$ cat src/rtl/sdram_bridge_pkg.sv
// Shared types and default parameters for the SDRAM pipeline bridge.
package sdram_bridge_pkg;

  localparam int unsigned ADDR_W_DEF      = 25;
  localparam int unsigned DATA_W_DEF      = 32;
  localparam int unsigned MAX_PENDING_DEF = 8;
  localparam int unsigned TIMEOUT_DEF     = 1024;

  function automatic int unsigned pend_width(input int unsigned max_pending);
    return $clog2(max_pending + 1);
  endfunction

  localparam int unsigned PEND_W = pend_width(MAX_PENDING_DEF);

  typedef struct packed {
    logic [ADDR_W_DEF-1:0]   address;
    logic [DATA_W_DEF/8-1:0] byteenable;
    logic                    read;
    logic                    write;
    logic [DATA_W_DEF-1:0]   writedata;
  } cmd_t;

endpackage

$ cat src/rtl/sdram_skid_buffer.sv
// Two-entry command buffer: main entry feeds the consumer, skid entry catches
// one command accepted while main is stalled. in_ready is purely registered.
module sdram_skid_buffer
  import sdram_bridge_pkg::*;
#(
  parameter int unsigned WIDTH = 1
) (
  input  logic             clk_sys,
  input  logic             rst,
  input  logic             in_valid,
  output logic             in_ready,
  input  logic [WIDTH-1:0] in_data,
  output logic             out_valid,
  input  logic             out_ready,
  output logic [WIDTH-1:0] out_data
);

  logic             main_v_q, skid_v_q;
  logic [WIDTH-1:0] main_q, skid_q;
  logic             accept, retire;

  assign in_ready  = !skid_v_q;
  assign accept    = in_valid && !skid_v_q;
  assign retire    = main_v_q && out_ready;
  assign out_valid = main_v_q;
  assign out_data  = main_q;

  always_ff @(posedge clk_sys or posedge rst) begin
    if (rst) begin
      main_v_q <= 1'b0;
      skid_v_q <= 1'b0;
      main_q   <= '0;
      skid_q   <= '0;
    end else if (retire) begin
      if (skid_v_q) begin
        main_q   <= skid_q;
        skid_v_q <= 1'b0;
      end else if (accept) begin
        main_q <= in_data;
      end else begin
        main_v_q <= 1'b0;
      end
    end else if (accept) begin
      if (main_v_q) begin
        skid_q   <= in_data;
        skid_v_q <= 1'b1;
      end else begin
        main_q   <= in_data;
        main_v_q <= 1'b1;
      end
    end
  end

endmodule

$ cat src/rtl/sdram_pipeline_bridge.sv
// Registered Avalon-MM stage in front of the SDRAM controller: skid-buffered
// commands, outstanding-read throttle and registered read responses.
// Optional response timeout enabled by SDRAM_PIPELINE_BRIDGE_TIMEOUT_EN.
module sdram_pipeline_bridge
  import sdram_bridge_pkg::*;
#(
  parameter int unsigned ADDR_W      = ADDR_W_DEF,
  parameter int unsigned DATA_W      = DATA_W_DEF,
  parameter int unsigned MAX_PENDING = MAX_PENDING_DEF,
  parameter int unsigned TIMEOUT     = TIMEOUT_DEF
) (
  input  logic                clk_sys,
  input  logic                rst,
  input  logic [ADDR_W-1:0]   s_address,
  input  logic [DATA_W/8-1:0] s_byteenable,
  input  logic                s_read,
  input  logic                s_write,
  input  logic [DATA_W-1:0]   s_writedata,
  output logic                s_waitrequest,
  output logic [DATA_W-1:0]   s_readdata,
  output logic                s_readdatavalid,
  output logic [ADDR_W-1:0]   m_address,
  output logic [DATA_W/8-1:0] m_byteenable,
  output logic                m_read,
  output logic                m_write,
  output logic [DATA_W-1:0]   m_writedata,
  input  logic                m_waitrequest,
  input  logic [DATA_W-1:0]   m_readdata,
  input  logic                m_readdatavalid,
  output logic                err
);

  localparam int unsigned BeW   = DATA_W / 8;
  localparam int unsigned CmdW  = ADDR_W + BeW + 2 + DATA_W;
  localparam int unsigned PendW = pend_width(MAX_PENDING);

  if (MAX_PENDING == 0 || TIMEOUT == 0) begin : g_bad_params
    $error("sdram_pipeline_bridge: MAX_PENDING and TIMEOUT must be >= 1");
  end

  // Command layout, MSB first: address, byteenable, read, write, writedata.
  logic [CmdW-1:0] in_cmd, out_cmd;
  logic            in_ready, out_valid, out_ready;
  logic            main_read, main_write, throttle;

  assign in_cmd = {s_address, s_byteenable, s_read & ~s_write, s_write, s_writedata};

  sdram_skid_buffer #(
    .WIDTH(CmdW)
  ) u_skid (
    .clk_sys  (clk_sys),
    .rst      (rst),
    .in_valid (s_read | s_write),
    .in_ready (in_ready),
    .in_data  (in_cmd),
    .out_valid(out_valid),
    .out_ready(out_ready),
    .out_data (out_cmd)
  );

  assign s_waitrequest = !in_ready;
  assign m_writedata   = out_cmd[DATA_W-1:0];
  assign main_write    = out_cmd[DATA_W];
  assign main_read     = out_cmd[DATA_W+1];
  assign m_byteenable  = out_cmd[DATA_W+2 +: BeW];
  assign m_address     = out_cmd[DATA_W+2+BeW +: ADDR_W];

  logic [PendW-1:0] pend_q, pend_d;
  logic             issue_rd, rsp_ok;

  // A throttled read blocks the head, so later writes wait behind it.
  assign throttle  = main_read && (pend_q == PendW'(MAX_PENDING));
  assign m_read    = out_valid && main_read && !throttle;
  assign m_write   = out_valid && main_write;
  assign out_ready = !m_waitrequest && !throttle;

  assign issue_rd = m_read && !m_waitrequest;
  assign rsp_ok   = m_readdatavalid && (pend_q != '0);

  always_comb begin
    pend_d = pend_q;
    if (issue_rd && !rsp_ok) begin
      pend_d = pend_q + PendW'(1);
    end else if (!issue_rd && rsp_ok) begin
      pend_d = pend_q - PendW'(1);
    end
  end

  logic              rsp_valid_q;
  logic [DATA_W-1:0] rsp_data_q;

  always_ff @(posedge clk_sys or posedge rst) begin
    if (rst) begin
      pend_q      <= '0;
      rsp_valid_q <= 1'b0;
      rsp_data_q  <= '0;
    end else begin
      pend_q      <= pend_d;
      rsp_valid_q <= rsp_ok;
      if (rsp_ok) begin
        rsp_data_q <= m_readdata;
      end
    end
  end

  assign s_readdatavalid = rsp_valid_q;
  assign s_readdata      = rsp_data_q;

`ifdef SDRAM_PIPELINE_BRIDGE_TIMEOUT_EN
  localparam int unsigned TmoW = $clog2(TIMEOUT + 1);

  logic [TmoW-1:0] tmo_q, tmo_d;
  logic            err_q;

  always_comb begin
    tmo_d = tmo_q;
    if (pend_q == '0 || m_readdatavalid) begin
      tmo_d = '0;
    end else if (tmo_q != TmoW'(TIMEOUT)) begin
      tmo_d = tmo_q + TmoW'(1);
    end
  end

  always_ff @(posedge clk_sys or posedge rst) begin
    if (rst) begin
      tmo_q <= '0;
      err_q <= 1'b0;
    end else begin
      tmo_q <= tmo_d;
      err_q <= err_q | (tmo_d == TmoW'(TIMEOUT));
    end
  end

  assign err = err_q;
`else
  assign err = 1'b0;
`endif

endmodule
$ cat config.mk
export PLATFORM = sky130hd
export DESIGN_NAME = sdram_pipeline_bridge
export DESIGN_NICKNAME = d
export VERILOG_FILES = /design/src/rtl/sdram_bridge_pkg.sv /design/src/rtl/sdram_skid_buffer.sv /design/src/rtl/sdram_pipeline_bridge.sv
export SDC_FILE = /design/constraint.sdc
export NUM_CORES = 1
export LEC_CHECK = 0
export BUFFER_PORTS_ARGS = -buffer_cell sky130_fd_sc_hd__buf_4
export CAP_MARGIN = 20
export CORE_ASPECT_RATIO = 0.7
export CORE_MARGIN = 2
export CORE_UTILIZATION = 48
export DETAILED_ROUTE_END_ITERATION = 8
export GPL_ROUTABILITY_DRIVEN = 0
export PLACE_DENSITY = 0.87
export SKIP_LAST_GASP = 1
export SLEW_MARGIN = 5
export SYNTH_ARGS = -nofsm -noshare
export SYNTH_HDL_FRONTEND = slang
export SYNTH_SLANG_ARGS = --single-unit
export TNS_END_PERCENT = 100
$ cat constraint.sdc
create_clock -name clk_sys -period 4.9 [get_ports clk_sys]
set_input_delay 0.49 -clock clk_sys [delete_from_list [all_inputs] [get_ports clk_sys]]
set_output_delay 0.49 -clock clk_sys [all_outputs]
set_load 0.02 [all_outputs]
Word level (Yosys, flattened, before mapping)
Cells that the tools add are included.
{"block": "op_classes", "add_sub_neg": 2, "eq_ne": 4, "n_mux": 14, "bitwise": 4, "reduce_logical": 25}
{"cell": "$mux W63", "count": 5}
{"cell": "$logic_and A1 B1 Y1", "count": 11}
{"cell": "$reduce_and A3 Y1", "count": 3}
{"cell": "$mux W4", "count": 2}
{"cell": "$reduce_bool A2 Y1", "count": 4}
{"cell": "$mux W1", "count": 7}
{"cell": "$ne A2 B2 Y1 const B", "count": 3}
{"cell": "$logic_not A1 Y1", "count": 5}
{"cell": "$add A4 B1 Y4 const B", "count": 1}
{"cell": "$eq A4 B4 Y1 const B", "count": 1}
{"cell": "$reduce_bool A4 Y1", "count": 1}
{"cell": "$sub A4 B1 Y4 const B", "count": 1}
{"cell": "$not A1 Y1", "count": 2}
{"cell": "$reduce_and A2 Y1", "count": 1}
{"cell": "$and A1 B1 Y1", "count": 1}
{"cell": "$or A1 B1 Y1", "count": 1}
{"block": "totals", "regBits": 165, "inputBits": 99, "out_inout_bits": 98, "wordCells": 56}

Logic depth before layout (Yosys ltp)
{"block": "logic_depth", "depth_word": 9, "mapped_depth": 10, "mapped_depth_nobuf": 9}

Modules after synthesis
From an unflattened synthesis, not the netlist that was laid out.
{"block": "unflattened", "cells_unflattened": 460, "hier_area_um2": 7179.4}
{"module": "sdram_skid_buffer", "n_inst": 1, "cells_per_inst": 350, "area_per_inst_um2": 5567.8, "seq_area_each_um2": 3203.1}
{"module": "sdram_pipeline_bridge", "n_inst": 1, "cells_per_inst": 110, "area_per_inst_um2": 1611.5, "seq_area_each_um2": 925.9}

Worst setup path before layout
OpenSTA, ideal clock, no wires.
{"block": "synth_path", "path_kind": "flip-flop to flip-flop", "from": "register pend_q[0]", "to": "register pend_q[3]", "arrival_ns": 2.870, "required_time_ns": 4.774, "setup_slack_ns": 1.904, "stages_incl_launch_ff": 10, "synth_period_minus_slack_ns": 2.996, "path_cell_list": "dfrtp_1 > o41ai_2 > clkbuf_1 > ha_1 > inv_1 > ha_1 > a21o_2 > a2111oi_0 > a31oi_1 > a221o_1"}
{"block": "synth_via", "elab_chain_len": 8, "word_cells_on_any_way": 16}
{"item": "start, declared", "line": "sdram_pipeline_bridge.sv:68", "text": "logic [PendW-1:0] pend_q, pend_d;"}
{"item": "start signal, assigned", "line": "sdram_pipeline_bridge.sv:98", "text": "pend_q <= pend_d;"}
{"item": "$eq A4 B4 Y1", "line": "sdram_pipeline_bridge.sv:72", "text": "assign throttle = main_read && (pend_q == PendW'(MAX_PENDING));"}
{"item": "$logic_and A1 B1 Y1", "line": "sdram_pipeline_bridge.sv:72"}
{"item": "$logic_not A1 Y1", "line": "sdram_pipeline_bridge.sv:73", "text": "assign m_read = out_valid && main_read && !throttle;"}
{"item": "$logic_and A1 B1 Y1", "line": "sdram_pipeline_bridge.sv:73"}
{"item": "$logic_and A1 B1 Y1", "line": "sdram_pipeline_bridge.sv:77", "text": "assign issue_rd = m_read && !m_waitrequest;"}
{"item": "$logic_not A1 Y1", "line": "sdram_pipeline_bridge.sv:84", "text": "end else if (!issue_rd && rsp_ok) begin"}
{"item": "$logic_and A1 B1 Y1", "line": "sdram_pipeline_bridge.sv:84"}
{"item": "$reduce_bool A2 Y1 (no source line)"}
Several ways; a longest one is shown, not always the timed one. The select of a mux whose other input is x is not followed.
A chain may end at the register's enable or synchronous reset.

Worst setup path after layout
Ends and elaborated chain as after synthesis.

==> run_results.csv <==
group,metric,value,unit
run_status,status,"finished clean",
setup_path,rr_endpoint,"pend_q[3]$_DFFE_PP0P_",
clock_network,clock-sinks,165,
yosys,synth_mux_area_share,20.6,%
setup_path,cp_max_fo,6,
clock_network,cts_tree,"built",
sta,timing.final.crit_share,60.6,%
sta,fmax,337,MHz
global_routing,grt_pass1_vias,4941,
yosys,synth_seq_cells,165,
yosys,synth_top_family_by_area,"multiplexers",
finish,drive_gt1_share,38.7,%
pwr,max-vdd-ir-drop,0.307,mV
floorplan,core.rowCount,38,
global_routing,grt_max_degree,166,
finish,nets,881,
pwr,clock_power_share,21.2,%
sta,finalHoldViolations,0,
route,first_iter_violations,205,
yosys,synth.distinct_cells,36,
route,wl,15.3,mm
global_routing,overflow,0,
floorplan,chipWidth,155,um
route,dr.pass1.iters,4,
setup_path,cp-startpoint,"pend_q[0]$_DFFE_PP0P_",
pwr,p_sw,2.26,mW
run,cap_violations,0,
sta,worstMarginPinSlew,1.00,ns
setup_path,startpoint_type,"flop",
finish,area_growth,22.0,%
sta,setup_tns,0,ns
setup_path,required,5.18,ns
sta,finClkSkew,0.0150,ns
floorplan,core,0.0155,mm^2
setup_path,r2r_slack,1.93,ns
sta,setup_violations,0,
global_routing,antenna_found_initial,0,
clock_network,post_cts_buffers,0,
global_routing,grt_pass1_wl,25.1,mm
sta,rsz0062_at_grt,"false",
yosys,synth_nets,757,
yosys,ys_seq_area_share,53.9,%
clock_network,cts.htree.levels,4,
yosys,synth_simple_gate_area_share,9.13,%
yosys,syn_area,0.00766,mm^2
placed_design,hpwl,10.1,mm
route,ant_nets,0,
finish,fin_util,60.1,%
route,wl_per_cell,15.5,um
route,vias,4889,
pwr,p_leak,4.51,nW
sta,timing.final.ws_setup,1.93,ns
route,vias_per_cell,4.94,
finish,fillers,1235,
global_routing,grtUsageMet1,26.0,%
setup_path,worstPathArrival,3.25,ns
pwr,power_frac_comb,40.6,%
floorplan,num_io_pins,197,
sta,fin_crit,2.97,ns
clock_network,clockRootBuffer,"clkbuf_16",
finish,finalNonFillerCells,990,
global_routing,grtUsageTotal,18.6,%
sta,drv_slew,0,
setup_path,r2r-start,"pend_q[0]$_DFFE_PP0P_",
clock_network,cts_max_path_buffers,2,
clock_network,ctsHoldBuffers,0,
min_path,hold_depth,3,
placed_design,dp.cells,959,
pwr,p_seq_share,38.2,%
pwr,intPower,4.03,mW
yosys,synth_compound_area_share,5.65,%
setup_path,timing.critical_path.to,"pend_q[3]$_DFFE_PP0P_",
setup_path,crit_type,"flop to flop",
yosys,syn_area_per_cell,11.7,um^2
global_routing,met2_usage,29.2,%
placed_design,port_buffers,195,
finish,fin_area,0.00935,mm^2
clock_network,clkTransAtPathRegs,0.07,ns
finish,diodes,0,
clock_network,clock_latency,0.41,ns
setup_path,worst_setup_path_end_kind,"flop",
yosys,yosys_warnings,0,
setup_path,r2r_cells,9,
global_routing,grt_util_met3,4.53,%
pwr,swShare,36.0,%
yosys,synth_xor_area_share,0.229,%
floorplan,chipHeight,110,um
global_routing,top_usage_layer,"met2",
route,drc_errors,0,
clock_network,postCtsResizedCells,0,
placed_design,placed_area,0.00876,mm^2
placed_design,pre_cts_slack,1.98,ns
yosys,synthAdderAreaFrac,0.751,%
min_path,hp-class,"primary input to flop",
pwr,power_density,673,mW/mm^2
sta,slew_headroom,32.9,%
floorplan,start_util,49.3,%
clock_network,cts_inserted_buffers,17,
yosys,syn_inst,654,
floorplan,die-area,0.0170,mm^2
## cell usage in the layout, fill, tap and decap left out, drive strengths merged, types with 2 or more instances in the layout
master / count
a21o: 2
a21oi: 2
buf: 203
bufinv: 2
clkbuf: 19
clkinv: 3
clkinvlp: 4
dfrtp: 165
ha: 3
inv: 7
mux2: 64
mux2i: 64
nand2: 164
nor2: 3
nor3: 3
nor4b: 2
o21ai: 65
xnor2: 2
## power groups by stage
stage | registers, mW | clock network [mW] | logic [mW]
6_report | 2.41 | 1.33 | 2.55
5_1_grt | 2.48 | 1.42 | 2.77
4_1_cts | 2.41 | 1.36 | 2.58
3_5_place_dp | 2.41 | 0 | 2.58
3_3_place_gp | 2.38 | 0 | 2.52
2_1_floorplan | 2.40 | 0 | 2.05
## synth_stat cells (all sizes together)
cell type / n / area, um^2
dfrtp: 165 / 4130
nand2: 164 / 616
buf: 82 / 668
o21ai: 65 / 325
mux2: 64 / 938
mux2i: 64 / 641
clkbuf: 16 / 61.3
inv: 4 / 15.0
ha: 3 / 37.5
nor2: 3 / 11.3
nor3: 3 / 15.0
a21o: 2 / 16.3
a21oi: 2 / 13.8
nor4b: 2 / 38.8
xnor2: 2 / 17.5
a2111oi: 1 / 8.76
a211o: 1 / 10.0
a211oi: 1 / 7.51
a21boi: 1 / 7.51
a221o: 1 / 10.0
a311o: 1 / 11.3
a31oi: 1 / 6.26
and2: 1 / 6.26
conb: 1 / 3.75
fa: 1 / 20.0
nor2b: 1 / 6.26
nor4: 1 / 6.26
o41ai: 1 / 16.3
## layout make-up
cell class              count  area (um^2)  area share [%]
clock inverters            12          146            1.57
well taps                 200          250            2.68
multi-input cells         387         2820            30.2
inverters                   4         18.8           0.201
clock buffers              19          443            4.74
repair buffers            203         1540            16.4
flip-flops and latches    165         4130            44.2
## stage by stage
stage	power (mW)	hold slack (ns)
2_1_floorplan	4.46	0.442
3_3_place_gp	4.90	0.458
3_5_place_dp	4.99	0.464
4_1_cts	6.35	0.247
5_1_grt	6.68	0.245
6_report	6.29	0.265
## worst max-delay path: stages, from the launching register on
cell	delay, ns
dfrtp_1	0.50
nor4b_4	0.54
nor3_1	0.11
ha_1	0.23
inv_1	0.15
ha_1	0.26
a21o_2	0.23
a2111oi_0	0.43
a31oi_1	0.09
a221o_1	0.32
## kinds of logic after synthesis
kind of cell | Yosys count
AOI/OAI and AO/OA | 77
xor gates and xnor gates | 2
adders and majority gates | 4
buffers and inverters | 102
DFF | 165
muxes | 128
other | 1
and+or+nand+nor | 175
## per-layer routing
layer | vias to the layer above | wire (um)
met5 | - | 0
met4 | 0 | 142
met3 | 10 | 644
met2 | 116 | 7070
met1 | 2398 | 7460
li1 | 2365 | -
## sequential cells by signal, summed over array words and instances, names as in the netlist
register / cells
u_skid.out_data: 63
u_skid.skid_q: 63
s_readdata: 32
pend_q: 4
s_readdatavalid: 1
u_skid.out_valid: 1
u_skid.skid_v_q: 1
## how the worst min path moves through the flow
stage | end | startpoint | slack (ns)
6_report | s_readdata[24]$_DFFE_PP0P_ | m_readdata[24] | 0.27
4_1_cts | s_readdata[24]$_DFFE_PP0P_ | m_readdata[24] | 0.25
3_5_place_dp | s_readdata[22]$_DFFE_PP0P_ | s_readdata[22]$_DFFE_PP0P_ | 0.46
2_1_floorplan | u_skid.out_data[32]$_DFFE_PP0P_ | u_skid.out_data[32]$_DFFE_PP0P_ | 0.44
5_1_grt | s_readdata[24]$_DFFE_PP0P_ | m_readdata[24] | 0.25
3_3_place_gp | u_skid.out_data[32]$_DFFE_PP0P_ | u_skid.out_data[32]$_DFFE_PP0P_ | 0.46
Note: power is estimated with default switching activity, not from simulation.
